### config.mk
export PLATFORM = sky130hd
export DESIGN_NAME = pc_fetch_unit
export DESIGN_NICKNAME = d
export VERILOG_FILES = /design/src/rtl/pc_fetch_pkg.sv /design/src/rtl/pc_btb.sv /design/src/rtl/pc_fetch_unit.sv
export SDC_FILE = /design/constraint.sdc
export NUM_CORES = 1
export LEC_CHECK = 0
export CAP_MARGIN = 25
export CORE_ASPECT_RATIO = 0.9
export CORE_MARGIN = 8
export CORE_UTILIZATION = 45
export CTS_BUF_LIST = sky130_fd_sc_hd__clkbuf_4
export DETAILED_ROUTE_END_ITERATION = 7
export MAX_ROUTING_LAYER = met4
export PLACE_DENSITY = 0.9
export SETUP_SLACK_MARGIN = 0.15
export SLEW_MARGIN = 20
export SYNTH_ARGS = -nofsm -noshare
export SYNTH_HDL_FRONTEND = slang
export SYNTH_SLANG_ARGS = --single-unit
### constraint.sdc
create_clock -name clk -period 6.9 [get_ports clk]
set_input_delay 1.035 -clock clk [delete_from_list [all_inputs] [get_ports clk]]
set_output_delay 1.035 -clock clk [all_outputs]
set_load 0.01 [all_outputs]
### src/rtl/pc_fetch_pkg.sv
// Shared definitions for the fetch-stage PC logic: the pc_src encodings
// that come down the ID/EXE register and the fixed instruction size.
package pc_fetch_pkg;

  localparam logic [1:0] PC_SRC_SEQ    = 2'b00;
  localparam logic [1:0] PC_SRC_BRANCH = 2'b01;
  localparam logic [1:0] PC_SRC_JUMP   = 2'b10;
  localparam logic [1:0] PC_SRC_JREG   = 2'b11;

  localparam int unsigned INSN_SIZE = 4;

endpackage

### src/rtl/pc_btb.sv
// Direct-mapped branch target buffer. Works on word addresses (pc[ADDR_W-1:2]),
// because the low two PC bits never take part in indexing or tagging.
// The lookup is combinational from the current array contents, so an update
// to the same index in the same cycle is seen only from the next cycle.
module pc_btb
  import pc_fetch_pkg::*;
#(
  parameter int unsigned ADDR_W    = 32,
  parameter int unsigned BTB_DEPTH = 8
) (
  input  logic              clk,
  input  logic              rst,
  input  logic [ADDR_W-3:0] lookup_word,
  output logic              lookup_hit,
  output logic [ADDR_W-1:0] lookup_target,
  input  logic              upd_en,
  input  logic              upd_taken,
  input  logic [ADDR_W-3:0] upd_word,
  input  logic [ADDR_W-1:0] upd_target
);

  localparam int unsigned IDX_W = $clog2(BTB_DEPTH);
  localparam int unsigned TAG_W = ADDR_W - 2 - IDX_W;

  logic [BTB_DEPTH-1:0] valid_p0;
  logic [TAG_W-1:0]     tag_p0    [BTB_DEPTH];
  logic [ADDR_W-1:0]    target_p0 [BTB_DEPTH];

  logic [IDX_W-1:0] lookup_idx;
  logic [TAG_W-1:0] lookup_tag;
  logic [IDX_W-1:0] upd_idx;
  logic [TAG_W-1:0] upd_tag;
  logic             upd_tag_hit;

  assign lookup_idx = lookup_word[IDX_W-1:0];
  assign lookup_tag = lookup_word[ADDR_W-3:IDX_W];
  assign upd_idx    = upd_word[IDX_W-1:0];
  assign upd_tag    = upd_word[ADDR_W-3:IDX_W];

  assign lookup_hit    = valid_p0[lookup_idx] && (tag_p0[lookup_idx] == lookup_tag);
  assign lookup_target = target_p0[lookup_idx];
  assign upd_tag_hit   = valid_p0[upd_idx] && (tag_p0[upd_idx] == upd_tag);

  // Valid bits: set on a resolved taken transfer, cleared when the same
  // branch resolves not-taken; reset empties the whole table at once.
  always_ff @(posedge clk or posedge rst) begin
    if (rst) begin
      valid_p0 <= '0;
    end else if (upd_en) begin
      if (upd_taken) begin
        valid_p0[upd_idx] <= 1'b1;
      end else if (upd_tag_hit) begin
        valid_p0[upd_idx] <= 1'b0;
      end
    end
  end

  // Tag and target storage; only meaningful while the matching valid bit is set.
  always_ff @(posedge clk) begin
    if (upd_en && upd_taken) begin
      tag_p0[upd_idx]    <= upd_tag;
      target_p0[upd_idx] <= upd_target;
    end
  end

endmodule

### src/rtl/pc_fetch_unit.sv
// Fetch-stage program counter with stall hold, mispredict redirect/flush and
// an optional branch target buffer.
// Build option: define PC_FETCH_BTB_EN to include the BTB (pc_btb). Without
// it, prediction is always pc+4 and every taken transfer redirects via flush.
module pc_fetch_unit
  import pc_fetch_pkg::*;
#(
  parameter int unsigned      ADDR_W    = 32,
  parameter logic [ADDR_W-1:0] RESET_PC = '0,
  parameter int unsigned      BTB_DEPTH = 8
) (
  input  logic              clk,
  input  logic              rst,
  input  logic              stall_i,
  input  logic              exe_valid_i,
  input  logic [1:0]        exe_pc_src_i,
  input  logic [ADDR_W-1:0] exe_pc_i,
  input  logic [ADDR_W-1:0] exe_branch_addr_i,
  input  logic [ADDR_W-1:0] exe_jump_addr_i,
  input  logic [ADDR_W-1:0] exe_jr_addr_i,
  input  logic [ADDR_W-1:0] exe_pred_next_i,
  output logic [ADDR_W-1:0] pc_o,
  output logic [ADDR_W-1:0] pc_plus4_o,
  output logic [ADDR_W-1:0] pred_next_o,
  output logic              pred_taken_o,
  output logic              flush_o
);

  localparam logic [ADDR_W-1:0] INSN_STEP = ADDR_W'(INSN_SIZE);

  if ((BTB_DEPTH < 2) || ((BTB_DEPTH & (BTB_DEPTH - 1)) != 0)) begin : g_bad_depth
    $error("pc_fetch_unit: BTB_DEPTH must be a power of two and at least 2");
  end

  logic [ADDR_W-1:0] pc_p0;
  logic [ADDR_W-1:0] resolved_next;
  logic              mispredict;

  assign pc_o       = pc_p0;
  assign pc_plus4_o = pc_p0 + INSN_STEP;

  // Actual successor of the instruction in EXE, from its resolved pc_src.
  always_comb begin
    resolved_next = exe_pc_i + INSN_STEP;
    case (exe_pc_src_i)
      PC_SRC_BRANCH: resolved_next = exe_branch_addr_i;
      PC_SRC_JUMP:   resolved_next = exe_jump_addr_i;
      PC_SRC_JREG:   resolved_next = exe_jr_addr_i;
      default:       resolved_next = exe_pc_i + INSN_STEP;
    endcase
  end

  assign mispredict = exe_valid_i && (resolved_next != exe_pred_next_i);
  assign flush_o    = mispredict && !rst;

`ifdef PC_FETCH_BTB_EN
  logic              btb_hit;
  logic [ADDR_W-1:0] btb_target;

  pc_btb #(
    .ADDR_W    (ADDR_W),
    .BTB_DEPTH (BTB_DEPTH)
  ) u_btb (
    .clk           (clk),
    .rst           (rst),
    .lookup_word   (pc_p0[ADDR_W-1:2]),
    .lookup_hit    (btb_hit),
    .lookup_target (btb_target),
    .upd_en        (exe_valid_i),
    .upd_taken     (exe_pc_src_i != PC_SRC_SEQ),
    .upd_word      (exe_pc_i[ADDR_W-1:2]),
    .upd_target    (resolved_next)
  );

  assign pred_taken_o = btb_hit;
  assign pred_next_o  = btb_hit ? btb_target : pc_plus4_o;
`else
  assign pred_taken_o = 1'b0;
  assign pred_next_o  = pc_plus4_o;
`endif

  // PC register: redirect beats stall, stall beats the predicted successor.
  always_ff @(posedge clk or posedge rst) begin
    if (rst) begin
      pc_p0 <= RESET_PC;
    end else if (mispredict) begin
      pc_p0 <= resolved_next;
    end else if (!stall_i) begin
      pc_p0 <= pred_next_o;
    end
  end

endmodule

== After elaboration in Yosys (flattened, before gate mapping) ==
Index checks and enable logic that the tools add are counted.

* Bits in read-only memories: 0
* Bits of input ports: 166
* Memories: 0
* Output and inout port bits: 98
* Latch bits: 0
* Logic and storage cells: 14
* Flip-flop bits (word level): 32
* Bits in writable memories: 0

* Muxes and demuxes: 3
* Reduce and logical (&&, ||, !) cells: 3
* Divide/modulo/power cells: 0
* Magnitude comparators: 0
* Equality and inequality tests: 5
* Shift-type cells: 0
* Bitwise logic cells: 0
* $add $sub $neg: 2
* Multiply operators: 0

{| class="wikitable"
|+ Operators by type and width
! operator !! number
|-
| case mux 32 bit (3 select lines) || 1
|-
| adder 32 x 3 -> 32 bit (second input constant) || 2
|-
| 2-to-1 mux 32 bit || 2
|-
| inequality test 32 bit || 1
|-
| == test 2 bit (second input constant) || 2
|-
| == test 2 x 1 -> 1 bit (second input constant) || 1
|-
| logical AND 1 bit || 2
|-
| inequality test 2 x 1 -> 1 bit (second input constant) || 1
|-
| zero test 1 bit || 1
|}

== Longest topological paths before layout ==
Gate-level depths: netlist (run 1).

* Word-level depth: 5
* Depth in mapped cells: 13
* Gate-level depth less buffers: 10

== Worst setup path before layout (run 1) ==
OpenSTA, ideal clock, no wires.

* Path kind: input -> output
* Start point: input exe_pc_i[17]
* End point: output flush_o
* Path slack: 2314 ps
* Arrival time: 3551 ps
* Stages: 11
* Path through: clkbuf_1 nand4_1 or3_1 o41ai_1 a2111oi_0 a211o_1 nor4_1 nand3_1 o31ai_4 buf_4 nor2_1

* Word-level cells in the longest chain between the ends: 5

{| class="wikitable"
|+ RTL lines
! element !! RTL line !! source
|-
| from (decl) || pc_fetch_unit.sv:17 || <nowiki>input logic [ADDR_W-1:0] exe_pc_i,</nowiki>
|-
| adder 32 x 3 -> 32 bit || pc_fetch_unit.sv:49 || <nowiki>default: resolved_next = exe_pc_i + INSN_STEP;</nowiki>
|-
| case mux 32 bit (3 select lines) || pc_fetch_unit.sv:45 || <nowiki>case (exe_pc_src_i)</nowiki>
|-
| inequality test 32 bit || pc_fetch_unit.sv:53 || <nowiki>assign mispredict = exe_valid_i && (resolved_next != exe_pred_next_i);</nowiki>
|-
| logical AND 1 bit || pc_fetch_unit.sv:53 ||
|-
| logical AND 1 bit || pc_fetch_unit.sv:54 || <nowiki>assign flush_o = mispredict && !rst;</nowiki>
|-
| to (decl) || pc_fetch_unit.sv:26 || <nowiki>output logic flush_o</nowiki>
|}

No other way between the ends.

== Final worst setup path (run 1) ==
* Start point: input exe_pc_i[2]
* End point: output flush_o

The elaborated chain is that of the path after synthesis.

==> results of run 1 <==
## report_power, final
| group | internal (mW) | switching (mW) |
|---|---|---|
| logic | 0.383 | 0.297 |
| registers | 0.219 | 0.0516 |
| clock network | 0.0799 | 0.0688 |
| total | 0.682 | 0.417 |
## layout make-up
type,count,area [sq um]
diodes,1,2.50
clock buffers,6,45.0
clock inverters,2,35.0
fillers,907,3290
inverters,19,71.3
multi-input cells,528,3790
flip-flops and latches,32,801
well taps,152,190
repair buffers,270,2680
## worst paths after layout
| check | startpoint | end | slack, ns | cells past startpoint |
|---|---|---|---|---|
| setup / recovery | exe_pc_i[2] | flush_o | 1.02 | 12 |
| hold reg to reg | pc_o[1]$_DFFE_PP0P_ | pc_o[1]$_DFFE_PP0P_ | 0.57 | 1 |
| max in group asynchronous | rst | pc_o[29]$_DFFE_PP0P_ | 5.46 | 3 |
| setup reg to reg | pc_o[4]$_DFFE_PP0P_ | pc_o[31]$_DFFE_PP0P_ | 3.57 | 9 |
| hold / removal | pc_o[1]$_DFFE_PP0P_ | pc_o[1]$_DFFE_PP0P_ | 0.57 | 1 |
| min in group asynchronous | rst | pc_o[8]$_DFFE_PP0P_ | 1.13 | 3 |
## routing by layer
metal	routed length (microns)	vias to the layer above	global-route usage, %
met1	9000	2830	35.0
met2	10300	379	48.8
li1	-	2751	-
met4	556	0	8.31
met3	1880	52	4.24
met5	0	-	-
## critical path: cells and delay by family
kind / cells / cell delay (ns)
compound gates: 2 / 0.95
xor+xnor: 1 / 0.15
fa+ha+maj: 1 / 0.24
buf+inv: 2 / 1.03
mux: 1 / 0.13
simple gates: 5 / 1.31
## cell families after synthesis
| group | count (synthesis) |
|---|---|
| buffers and inverters | 87 |
| AND/OR/NAND/NOR | 249 |
| multiplexers | 80 |
| XOR/XNOR | 93 |
| adder cells (fa/ha/maj) | 2 |
| AO/OA/AOI/OAI | 103 |
| other | 1 |
| flip-flops | 32 |
## Yosys cell counts (all sizes together), types with 3 or more instances
cell type	count	area, sq um
xnor2	50	438
and4	5	43.8
clkbuf	20	75.1
a31oi	9	56.3
xor2	43	377
nand3	30	150
inv	19	71.3
nor4	14	100
buf	48	329
mux2i	41	410
mux2	31	349
a21oi	14	70.1
or2	5	31.3
nor3b	3	22.5
dfrtp	32	801
o221ai	5	43.8
nand2	58	218
o22ai	4	25.0
a22oi	6	45.0
o21a	3	22.5
a2111oi	4	35.0
or3	9	56.3
o41ai	3	26.3
and2	4	25.0
nor2	54	203
or4	7	52.6
o211ai	6	45.0
nand4	21	138
nand2b	3	18.8
nor2b	9	56.3
mux4	8	180
o311ai	4	35.0
o21ai	22	110
nor3	14	70.1
o31ai	4	43.8
and3	10	62.6
## stage by stage
step | util [%] | total power, mW
after detailed placement | 69.0 | 0.948
after floorplan | - | 0.605
after global placement | 69.0 | 0.939
after global routing | 69.8 | 1.15
after CTS | 69.8 | 1.10
final | 69.8 | 1.10
==> run metrics, run 1 <==
MaxCap Viol Count 0; share of cells above drive strength 1 6.07%; leakage power 2.84 nW; Crit Path Max Fanout 7; CTS tree yes; Hold Fails Final Rpt 0; Synth Area in Simple Gates 25.1%; Worst-Margin Slew 0.822 ns; chip width 128 microns; final antenna-violating net count 0; final worst path period share 85.2%; IO Pins 264; Port Buffer Count 262; Netlist cell types 64; critical path, cell by cell clkdlybuf4s50_1 > ha_1 > nand3_1 > nor3_1 > mux2i_1 > a221oi_1 > xor2_1 > nor4_1 > nand4_1 > o31ai_4 > nor2_1 > clkdlybuf4s50_1; H-tree depth 2; Worst-path clk slew 0.10 ns; core area 10900 sq um; final instance area 7610 sq um; worst hold slack 0.569 ns; Synth Area in XOR/XNOR 16.1%; initial antenna violation count 1; Synth Area in Compound Gates 14.4%; number of DRC markers in iteration 0 533; peak supply drop 79.6 uV; gpl congestion 1.03; Worst Hold Class register to register; Worst Path Arrival 4.85 ns; fmax 0.170 GHz; commonest non-fill, non-tap cell in the layout clkdlybuf4s50_1; register area share after synthesis 15.8%; cts bufs inserted 5; syn_nets 815; Mapped Area 5060 sq um; largest family of logic cells by synthesized area simple AND/OR/NAND/NOR gates; cts repair resizes 0; # nets final 1024; Longest Clk Path Bufs 2; Post-Synth Adder-Cell Area 0.494%; cell row count 36; post-DR wirelength/cell 21.6 microns; most used cell, CP clkdlybuf4s50_1; Avg Vias per Cell 5.95; asr flop ratio synth 100%; Root Buffer clkbuf_4; crit path kind input pin to output pin; area delta synth->final 50.3%; setup_tns 0 ns; #FFs+latches synth 32; slowest CP cell a221oi_1; Data required, critical path 5.86 ns; status finished clean; max reg flops 32; vias in the first global route 5987; CP Launch Type input pin; Cells after Synth 647; Initial Util 46.4%; fin cells 1010; GRT Total Usage 28.8%; final setup margin 1.02 ns; Post-CTS Setup Bufs 0; DP Area 7530 sq um; DRC viols 0; WL final 21.8 mm; Sink Count 32; final global-route overflow total 0; relative slew slack 44.7%; Tmin final 5.88 ns; Via Count 6012; multiplexer share of the synthesized area 18.6%; post-DP HPWL 18.1 mm; DP Worst Slack 1.08 ns; Die Height 117 microns; fin. max-slew vios 0; placed cell count 1001; EDFF count, synth 0; first-pass GRT wire length 32.6 mm; mean area per synthesized cell 7.82 sq um; commonest cells after routing, fill and taps aside 261 x clkdlybuf4s50_1, 58 x nand2_1, 54 x nor2_1; unrepaired setup endpoints after global routing false; Worst-Skew Late Latency 0.33 ns; largest net degree at the start of global routing 33; yosys warns 0; die area 14900 sq um; ys flop type dfrtp_1; DR pass1 iterations 6; Worst path max stage delay 0.66 ns; Worst setup EP type output pin; PD cells 144 nW/um^2; final setup fails 0; Worst Skew 0.00816 ns; cts hold-fix bufs 0
Power figures use the tool's default switching activity.
==> run 2, diff against run 1 <==
ABC_AREA = 1   (was not set)
CORE_UTILIZATION = 44   (was 45)
PLACE_DENSITY = 0.89   (was 0.9)
SKIP_CTS_REPAIR_TIMING = 1   (was not set)
==> run metrics, run 2 <==
status finished clean; cells on worst reg2reg path 12 (+3); mean area per synthesized cell 5.43 sq um (-31%); ys flop type dfrtp_1; relative slew slack 33.7% (-11 points); post-DP HPWL 16.9 mm (-6.8%); Initial Util 45.3% (-1.2 points); Worst Path Arrival 4.38 ns (-0.47 ns); Hold Fails Final Rpt 0 (unchanged); count leader, synth nand2_1; Post-synth top cells 387 x nand2_1, 149 x nand3_1, 60 x nor2_1; Cells after Synth 905 (+40%); syn_nets 1073 (+32%); core area 10900 sq um (-0.41%); Crit Path Max Fanout 31 (+24); post-DR wirelength/cell 16.1 microns (-25%); filler instances 1028 (+13%); PD cells 124 nW/um^2 (-14%); commonest cells after routing, fill and taps aside 387 x nand2_1, 262 x clkdlybuf4s50_1, 149 x nand3_1; WL final 20.4 mm (-6.5%); largest net degree at the start of global routing 64 (+94%); #FFs+latches synth 32 (unchanged); initial antenna violation count 1 (unchanged); vias in the first global route 6236 (+4.2%); Hold Path End pc_o[0]$_DFFE_PP0P_; IO Pins 264 (unchanged); Port Buffer Count 262 (unchanged); Root Buffer clkbuf_4; Sink Count 32 (unchanged); die area 14800 sq um (-0.66%); chip width 127 microns (-0.33%); final setup fails 0 (unchanged); reg2reg start pc_o[3]$_DFFE_PP0P_; CTS tree yes; Tmin final 5.41 ns (-0.468 ns); number of DRC markers in iteration 0 871 (+63%); fmax 0.185 GHz (+8.6%); GRT Total Usage 27.5% (-1.3 points); area delta synth->final 50.3% (about the same); H-tree depth 2 (unchanged); DP Area 7330 sq um (-2.6%); gpl congestion 0.987 (-3.9%); top cell type's share of synthesized area 29.6% (+14 points); Hold Crit Start pc_o[0]$_DFFE_PP0P_; Worst-path clk slew 0.10 ns (about the same); peak supply drop 51.6 uV (-35%); Netlist cell types 31 (-52%); DR pass1 iterations 7 (+1); final global-route overflow total 0 (unchanged); top post-synthesis cells by area nand2_1 30%, dfrtp_1 16%, nand3_1 15%, buf_4 5.7%, nor2_1 4.6%; leakage power 3.39 nW (+20%); first-pass GRT wire length 32.1 mm (-1.6%); Longest Clk Path Bufs 2 (unchanged); cell row count 36 (unchanged); final worst path period share 78.4% (-6.8 points); DRC viols 0 (unchanged); commonest non-fill, non-tap cell in the layout nand2_1; # nets final 1280 (+25%); crit path kind input pin to output pin; asr flop ratio synth 100% (unchanged); Via Count 6448 (+7.3%); Avg Vias per Cell 5.10 (-14%); capturing point of the worst reg2reg path pc_o[30]$_DFFE_PP0P_; Worst setup EP type output pin; fin. max-slew vios 0 (unchanged); Worst-Skew Late Latency 0.33 ns (about the same); Mapped Area 4910 sq um (-3.0%); final instance area 7380 sq um (-3.0%); Die Height 116 microns (-0.33%); share of cells above drive strength 1 3.87% (-2.2 points); R2R Setup Slk 4.22 ns (+0.65 ns); final antenna-violating net count 0 (unchanged); yosys warns 0 (unchanged); register area share after synthesis 16.3% (+0.48 points); Data required, critical path 5.86 ns (about the same); MaxCap Viol Count 0 (unchanged); max reg flops 32 (unchanged); EDFF count, synth 0 (unchanged); setup_tns 0 ns (unchanged); dominant cell type by area after synthesis nand2_1; cts bufs inserted 5 (unchanged); CP Launch Type input pin; Worst-Margin Slew 0.993 ns (+0.171 ns); Worst Hold Class register to register; Worst Skew 0.00771 ns (-0.000449 ns); WHS Path Cells 2 (+1); unrepaired setup endpoints after global routing false
-- run 2: cell count changes after synthesis, moves of 26 or more --
cell	previous run	this run
xnor2_1	50	18
xor2_1	43	17
mux2i_1	41	0
nand2_1	58	387
inv_1	19	57
nand3_1	30	149
-- run 2: cells by family after synthesis --
family	synth area share, %
AOI/OAI and AO/OA	5.15
xor gates and xnor gates	6.24
DFF	16.3
adders and majority gates	0.509
and+or+nand+nor	57.8
buffers and inverters	13.9
other	0.0763
-- run 2: worst max path at each step --
| stage | from | to | slack [ns] | cells past startpoint |
|---|---|---|---|---|
| finish | exe_pc_src_i[0] | flush_o | 1.49 | 15 |
| global route | exe_pc_src_i[0] | flush_o | 1.16 | 18 |
| CTS | exe_pc_src_i[0] | flush_o | 1.50 | 15 |
| detailed placement | exe_pc_src_i[0] | flush_o | 1.50 | 15 |
| global placement | exe_pc_src_i[0] | flush_o | 1.61 | 15 |
| floorplan | exe_pc_i[2] | flush_o | 3.19 | 17 |
-- run 2: layer usage --
| layer | share of wire [%] | GRT usage (%) |
|---|---|---|
| met5 | 0 | - |
| met4 | 2.5 | 8.16 |
| met3 | 6.5 | 3.06 |
| met2 | 46 | 44.8 |
| met1 | 45 | 35.4 |
-- run 2: layout make-up --
cell class / instances / area, sq um / share of cell area (%)
diodes: 1 / 2.50 / 0.0339
clock buffers: 6 / 45.0 / 0.610
clock inverters: 1 / 5.00 / 0.0678
inverters: 62 / 233 / 3.15
multi-input cells: 743 / 3430 / 46.5
flip-flops and latches: 32 / 801 / 10.8
well taps: 152 / 190 / 2.58
repair buffers: 268 / 2680 / 36.2
-- run 2: worst max-delay path, cell delays in order --
cell and delay (ns):
clkdlybuf4s50_1 0.48, inv_2 0.38, nand2_2 0.27, inv_2 0.42
o21ai_0 0.18, nand2_1 0.14, xnor2_1 0.13, nor2_1 0.07
nand3_1 0.08, nor2_1 0.07, nand3_2 0.07, buf_4 0.31
nand2_4 0.08, nor2_1 0.10, clkdlybuf4s50_1 0.54
-- run 2: where the power goes --
group	switching [mW]	internal [mW]	total, mW	leakage, nW
registers	0.0402	0.211	0.252	0.370
clock network	0.0630	0.0414	0.104	0.0315
logic	0.266	0.296	0.562	2.99
-- run 2: stage by stage --
stage,power [mW],hold slack [ns],cells,util (%),setup WS (ns)
CTS,0.919,0.580,1264,68.0,1.50
floorplan,0.531,0.558,905,-,3.19
global placement,0.805,0.545,1256,67.4,1.61
global route,0.984,0.629,1265,68.0,1.16
finish,0.918,0.579,1265,68.0,1.49
detailed placement,0.814,0.558,1257,67.5,1.50
==> run 3, diff against run 2 <==
CORE_UTILIZATION = 37   (was 44)
PLACE_DENSITY = 0.8   (was 0.89)
clock period = 4.4 ns   (was 6.9 ns; I/O delays follow)
==> run metrics, run 3 (synthesis gave the netlist of run 2 again) <==
final global-route overflow total 0 (unchanged); CTS tree yes; IO Pins 264 (unchanged); setup_tns 0 ns (unchanged); Tmin final 3.86 ns; Root Buffer clkbuf_4; commonest non-fill, non-tap cell in the layout nand2_1; relative slew slack 33.4% (-0.34 points); fmax 0.259 GHz; final setup margin 0.544 ns (-0.943 ns); leakage power 3.43 nW (+1.1%); R2R Setup Slk 1.75 ns (-2.47 ns); GRT Total Usage 22.9% (-4.6 points); max reg flops 32 (unchanged); Hold Path End pc_o[0]$_DFFE_PP0P_; commonest cells after routing, fill and taps aside 387 x nand2_1, 261 x clkdlybuf4s50_1, 149 x nand3_1; DRC viols 0 (unchanged); share of cells above drive strength 1 4.47% (+0.61 points); Sink Count 32 (unchanged); final worst path period share 87.6%; Longest Clk Path Bufs 2 (unchanged); DR pass1 iterations 5 (-2); core area 13200 sq um (+21%); Worst-Skew Late Latency 0.32 ns (about the same); cts bufs inserted 5 (unchanged); Port Buffer Count 262 (unchanged); reg2reg start pc_o[3]$_DFFE_PP0P_; PD cells 191 nW/um^2 (+54%); WHS Path Cells 2 (unchanged); largest net degree at the start of global routing 64 (unchanged); number of DRC markers in iteration 0 486 (-44%); Data required, critical path 3.74 ns (-2.12 ns); Worst Skew 0.00904 ns (+0.00133 ns); CP Launch Type register; vias in the first global route 5968 (-4.3%); cells on worst reg2reg path 12 (unchanged); # nets final 1286 (+0.47%); H-tree depth 2 (unchanged); Crit Path Max Fanout 4 (-87%); area delta synth->final 51.9%; chip width 137 microns (+7.9%); Worst Hold Class register to register; die area 17200 sq um (+16%); DP Worst Slack 0.242 ns (-1.26 ns); Die Height 125 microns (+7.8%); Via Count 6441 (-0.11%); post-DP HPWL 16.8 mm (-0.12%); final setup fails 0 (unchanged); gpl congestion 0.929 (-5.9%); first-pass GRT wire length 31.4 mm (-2.2%); crit path kind register to output pin; Worst Path Arrival 3.20 ns (-1.18 ns); unrepaired setup endpoints after global routing false; Initial Util 37.3% (-7.9 points); Worst setup EP type output pin; Avg Vias per Cell 5.00 (-1.9%); initial antenna violation count 2 (+1); WL final 19.9 mm (-2.2%); status finished clean; Hold Fails Final Rpt 0 (unchanged); MaxCap Viol Count 0 (unchanged); final antenna-violating net count 0 (unchanged); Worst-Margin Slew 0.998 ns (+0.00511 ns); peak supply drop 92.7 uV (+80%); Hold Crit Start pc_o[0]$_DFFE_PP0P_; cell row count 40 (+11%); capturing point of the worst reg2reg path pc_o[30]$_DFFE_PP0P_; post-DR wirelength/cell 15.4 microns (-4.0%); Worst-path clk slew 0.10 ns (about the same); fin. max-slew vios 0 (unchanged)
-- run 3: worst max path at each step --
stage / start / to / slack [ns] / cells after the start
6_report: pc_o[3]$_DFFE_PP0P_ / pred_next_o[30] / 0.54 / 9
5_1_grt: pc_o[3]$_DFFE_PP0P_ / pred_next_o[30] / 0.35 / 9
4_1_cts: exe_pc_i[3] / flush_o / 0.24 / 18
3_5_place_dp: exe_pc_i[3] / flush_o / 0.24 / 18
3_3_place_gp: exe_pc_i[3] / flush_o / 0.26 / 18
2_1_floorplan: exe_pc_i[2] / flush_o / 1.44 / 17
-- run 3: final cells by class --
class                           instances  area [sq um]
Fill cell                            1306          5700
Multi-Input combinational cell        743          3450
Timing Repair Buffer                  274          2720
Sequential cell                        32           801
Inverter                               62           235
Tap cell                              168           210
Clock buffer                            5          37.5
Clock inverter                          2          7.51
Antenna cell                            2          5.00
-- run 3: routing by layer --
metal / global-route usage (%) / part of all wire, %
met5: - / 0
met4: 4.79 / 1.2
met2: 36.2 / 47
met3: 2.76 / 7.9
met1: 30.7 / 44
-- run 3: critical path: stages (launching register included) --
cell and delay [ns]:
dfrtp_1 0.41, ha_1 0.20, nand3_1 0.16, nor3_1 0.32, nand2_1 0.17, nor2_1 0.29
nand2_1 0.17, nor4_1 0.29, xor2_1 0.27, clkdlybuf4s50_1 0.59
-- run 3: metrics by stage --
step	hold WS, ns	area [sq um]	power (mW)	std cells	util, %
finish	0.579	7460	1.43	1288	56.7
global route	0.605	7460	1.54	1288	56.7
CTS	0.582	7420	1.43	1285	56.4
detailed placement	0.557	7380	1.28	1278	56.1
global placement	0.554	7380	1.27	1278	56.1
floorplan	0.558	4910	0.833	905	-
-- run 3: where the power goes --
group          internal [mW]  total [mW]  switching (mW)
logic                  0.468       0.881           0.414
clock network         0.0557       0.153          0.0972
registers              0.332       0.394          0.0620
total                  0.855        1.43           0.573
